--- src/rtl/gray2bin.sv ---
// Combinational Gray-to-binary decoder: each binary bit is the XOR of all Gray bits at or above it.
module gray2bin #(
    parameter int WIDTH = 8
) (
    input  logic [WIDTH-1:0] gray,
    output logic [WIDTH-1:0] bin
);

    for (genvar i = 0; i < WIDTH; i++) begin : g_bit
        assign bin[i] = ^gray[WIDTH-1:i];
    end

endmodule

--- config.mk ---
export PLATFORM = sky130hd
export DESIGN_NAME = gray2bin
export DESIGN_NICKNAME = d
export VERILOG_FILES = /design/src/rtl/gray2bin.sv
export SDC_FILE = /design/constraint.sdc
export NUM_CORES = 1
export LEC_CHECK = 0
export BUFFER_PORTS_ARGS = -buffer_cell sky130_fd_sc_hd__buf_4
export CAP_MARGIN = 10
export CORE_AREA = 2 2 39 41
export DETAILED_ROUTE_END_ITERATION = 8
export DIE_AREA = 0 0 41 43
export PLACE_DENSITY_LB_ADDON = 0.15
export SLEW_MARGIN = 25
export SYNTH_ARGS = -nofsm -noshare
export SYNTH_HDL_FRONTEND = slang
export SYNTH_SLANG_ARGS = --single-unit
--- constraint.sdc ---
create_clock -name vclk -period 4.8
set_input_delay 0.96 -clock vclk [all_inputs]
set_output_delay 0.96 -clock vclk [all_outputs]
set_load 0.1 [all_outputs]
==> metrics, run 1 <==
die height about 43 um; YS warnings 0; Port Buffers 16; Die W ~40 um; Area after DPL about 280 um2; max cap viols 0; area of the mapped netlist about 130 um2; Hold Crit Start gray[7]; Tcrit/Tclk final between 70% and 80%; final setup violation count 0; RSZ-0062 raised after global routing false; Max Freq just under 300 MHz; syn nets 18; DR WL/cell between 7 and 8 um; initial DRC count 0; Hold WC Path Type input port to output pin; status complete, no violations; crit path time final approximately 3.4 ns; Area Growth Syn to Fin 124%; sequential share of the synthesized area 0%; initial antenna violation count 0; DR vias 121; Fin. Hold Viols 0; Syn Inst Count 10; num sequential 0; worst hold margin 2.27 ns; hold_buf cts 0; Detailed Place HPWL 280 um; Final Power 0.000177 W; grt ovf 0; post-route cell area 280 um2; syn avg cell area between 10 and 15 um2; WS Path Type input port to output pin; core area between 1000 and 1500 um2; vias per inst 2.95; Final #Nets 35; diodes inserted 0; GRT Util Overall approximately 3.6%; Die ar. roughly 1800 um2; DRC 0; post-synth cell types 6; leakage 0.141 nW; largest net degree at the start of global routing 4; worst slew pin tran between 0.2 and 0.3 ns; FP Rows 14; I/O pin count 16; first-pass iteration count of the detailed router 1; GPL Wtd Cong 0.584; Worst Path Arrival approximately 2.4 ns; Hold Path Sink bin[7]; Setup WS post-layout about 1.4 ns; CTS-repair resized insts 0; vias in the first global route 128; Crit. End Element output pin; Slew Limit Fails 0; Detail Route Antenna Nets 0; Post-CTS Setup Bufs 0; clock buffer count 0; P per Cell Area 632 nW/um2; setup TNS 0 ns; Slew headroom 81.5%; Routed WL a little under 300 um; first-pass GRT wire length ~500 um; DP Worst Slack between 1 and 1.5 ns; Critical Path Fanout Max 3; Hold Crit Depth 2; Starting Density approximately 9%; Startpoint Class input port; required time worst endpoint roughly 3.8 ns; register area 0 um2; VDD IR max about 0.16 mV; share of cells above drive strength 1 between 80% and 90%
report_power, final:
| part | leakage (nW) | switching, W | total, W | internal, W |
|---|---|---|---|---|
| registers | 0 | 0 | 0 | 0 |
| logic | 0.141 | 0.000137 | 0.000177 | 0.0000401 |
| clock network | 0 | 0 | 0 | 0 |
Yosys cell counts:
master,instances,area [um2]
xor2_1,4,35.0
xnor2_1,2,17.5
buf_4,1,7.51
xnor2_2,1,16.3
xnor3_2,1,23.8
xor3_2,1,25.0
worst max-delay path by stage:
stage,from,to,cells after the start
floorplan,gray[7],bin[3],3
global placement,gray[7],bin[0],5
detailed placement,gray[7],bin[0],5
CTS,gray[7],bin[0],5
global route,gray[7],bin[1],5
finish,gray[7],bin[0],5
cells in the final DEF, fill, tap and decap left out:
cell and n:
buf_4 16, xnor2_1 2, xnor2_2 1, xnor3_2 1, xor2_1 1, xor2_2 3
xor3_2 1
per-stage QoR:
step / instances / utilization [%]
CTS: 41 / 20.3
finish: 41 / 20.3
detailed placement: 41 / 20.3
global placement: 41 / 20.3
floorplan: 10 / -
global route: 41 / 20.3
per-layer routing:
| layer | vias to the layer above | track usage, % | part of all wire, % |
|---|---|---|---|
| met2 | 9 | 7.50 | 58 |
| met4 | 0 | 0 | 0 |
| met5 | - | 0 | 0 |
| li1 | 58 | - | - |
| met3 | 0 | 0 | 11 |
| met1 | 54 | 3.87 | 31 |
critical path: stages:
cell	delay [ns]
buf_4	0.10
xor3_2	0.48
xnor3_2	0.45
xnor2_2	0.14
buf_4	0.30
cell families (layout without fill, tap and decap cells):
logic type	count (synthesis)	in the layout	synth area share (%)
buffers and inverters	1	16	6.00
xor gates and xnor gates	9	9	94.0
area by class of cell:
type,instances,area (um2)
fill,159,1100
multi-input combinational,9,140
tap,16,20.0
timing repair buffer,16,120
No activity file was read; power rests on OpenSTA's default activity.
==> run 2: changes to the inputs <==
- ABC_AREA: default -> 1
- clock period: 4.8 -> 3 ns (I/O delays scaled with it)
==> run 2 against run 1 <==
Compared with the run above: clock-buffer cell count unchanged; design area is 58% higher; non-clock buffer count unchanged; worst setup slack lost 0.54 ns; first-iteration DRC count rose by 8; die area unchanged; synthesized cell count grew to 7.1 times the previous value; global-route usage up 4.0 points; critical endpoint is now bin[1]; largest power group unchanged.
==> metrics, run 2 <==
leakage 0.300 nW (+110%); Port Buffers 16 (unchanged); max cap viols 0 (unchanged); most frequent cell after synthesis nand2_1; Worst path slowest cell buf_4; P_int 0.0000397 W (-1.2%); syn nets 79 (+61); Die W 41 um (unchanged); DRC 0 (unchanged); hold_buf cts 0 (unchanged); first-pass iteration count of the detailed router 4 (+3); area of the mapped netlist 309 um2 (+150%); initial antenna violation count 0 (unchanged); GPL Wtd Cong 0.633 (+8.4%); largest net degree at the start of global routing 6 (+2); P per Cell Area 390 nW/um2 (-38%); syn avg cell area 4.35 um2 (-65%); top cells by instance count after synthesis 49 x nand2_1, 5 x inv_2, 4 x inv_1, 4 x nand2_2, 4 x nand3_1; final setup violation count 0 (unchanged); GRT Util Overall 7.59% (+4.0 points); Post-CTS Setup Bufs 0 (unchanged); sequential share of the synthesized area 0% (unchanged); num sequential 0 (unchanged); Area Growth Syn to Fin 42.9%; YS warnings 0 (unchanged); final core utilization 31.9% (+12 points); Starting Density 22.3% (+13 points); WS Path Type input port to output pin; end of the critical path bin[1]; Worst Path Arrival 1.52 ns (-0.90 ns); sequential share of power 0% (unchanged); Sw Ratio 77.0% (-0.35 points); core area 1380 um2 (unchanged); clock buffer count 0 (unchanged); Tcrit/Tclk final between 70 and 80%; family with the most delay on the worst path buffers and inverters; required time worst endpoint 2.40 ns (-1.44 ns); Synth top area share 59.5% (+32 points); share of cells above drive strength 1 31.4% (-57 points); Crit. End Element output pin; Die ar. 1760 um2 (unchanged); Fin. Hold Viols 0 (unchanged); DR vias 417 (+240%); VDD IR max 0.145 mV (-8.2%); diodes inserted 0 (unchanged); RSZ-0062 raised after global routing false; Syn Inst Count 71 (+61); Crit path depth 9 (+4); part of the power in combinational logic 100.0% (about the same); Critical Path Fanout Max 4 (+1); CP max stage delay 0.28 ns (-0.20 ns); commonest cells after routing, fill and taps aside 49 x nand2_1, 16 x buf_4, 5 x inv_2; Final Power 0.000172 W (-2.7%); top cells by area, synth nand2_1 60%, nand2_2 8.1%, nand2_4 7.3%, nand3_1 6.5%, inv_2 6.1%; die height 43 um (unchanged); Cells after DPL 102 (+150%); Sw Pwr 0.000133 W (-3.1%); crit-path most repeated cell nand2_1; grt ovf 0 (unchanged); Filler cells 178 (+12%); worst hold margin 1.56 ns (-0.707 ns); vias in the first global route 295 (+130%); CP bufs+invs 3 (+1); Slew headroom 81.6% (+0.090 points); most common cell after layout, fill and taps aside nand2_1; Max Freq between 400 and 500 MHz; fin cells 102 (+150%); vias per inst 4.09 (+39%); crit path cell chain buf_4, inv_1, nand2_1, nand2_1, nand3_1, nand2_1, nand2_1, nand2_1, buf_4; initial DRC count 8 (+8); Slew Limit Fails 0 (unchanged); post-synth cell types 9 (+3); Startpoint Class input port; CTS-repair resized insts 0 (unchanged); area leader, netlist nand2_1; Routed WL 690 um (+140%); DR WL/cell 6.76 um (-4.4%); register area 0 um2 (unchanged); setup TNS 0 ns (unchanged); clock power share 0% (unchanged); Setup crit start gray[3]; first-pass GRT wire length 1.03 mm (+110%); Detail Route Antenna Nets 0 (unchanged); worst slew pin tran 0.278 ns (-0.00136 ns); I/O pin count 16 (unchanged); status complete, no violations; Hold WC Path Type input port to output pin; area occupied by multi-input gates 268 um2 (+91%); crit path time final between 2 and 2.5 ns; FP Rows 14 (unchanged); Detailed Place HPWL 632 um (+130%); Final #Nets 96 (+170%)
==> run 2: final cells by class <==
cell class | instances | area share [%]
inverters | 9 | 7.65
repair buffers | 16 | 27.2
well taps | 16 | 4.53
multi-input cells | 61 | 60.6
==> run 2: worst min path at each step <==
stage             from      to  slack (ns)  cells past startpoint
4_1_cts        gray[7]  bin[7]        1.56                      2
3_5_place_dp   gray[7]  bin[7]        1.56                      2
3_3_place_gp   gray[7]  bin[7]        1.56                      2
2_1_floorplan  gray[7]  bin[7]        1.41                      1
6_report       gray[7]  bin[7]        1.56                      2
5_1_grt        gray[7]  bin[7]        1.57                      2
==> run 2: routing by layer <==
metal	vias to the layer above	routed length, um	GRT usage, %
li1	239	-	-
met1	164	323	10.1
met2	14	315	13.8
met3	0	51	0
met4	0	0	0
met5	-	0	0
==> run 2: stage by stage <==
stage | worst slack (ns) | instance area, um2
5_1_grt | 0.805 | 442
3_5_place_dp | 0.879 | 442
6_report | 0.881 | 442
2_1_floorplan | 0.0878 | 309
4_1_cts | 0.873 | 442
3_3_place_gp | 0.884 | 442
==> run 2: power groups by stage <==
| stage | sequential, W | clock, W | combinational, W |
|---|---|---|---|
| 5_1_grt | 0 | 0 | 0.000183 |
| 3_3_place_gp | 0 | 0 | 0.000174 |
| 2_1_floorplan | 0 | 0 | 0.000137 |
| 4_1_cts | 0 | 0 | 0.000174 |
| 3_5_place_dp | 0 | 0 | 0.000174 |
| 6_report | 0 | 0 | 0.000172 |
==> run 2: cell families (layout without fill, tap and decap cells) <==
family        Yosys count  count (layout)  synth area share [%]
buf+inv                10              25                  13.4
simple gates           60              60                  83.8
xor+xnor                1               1                  2.83
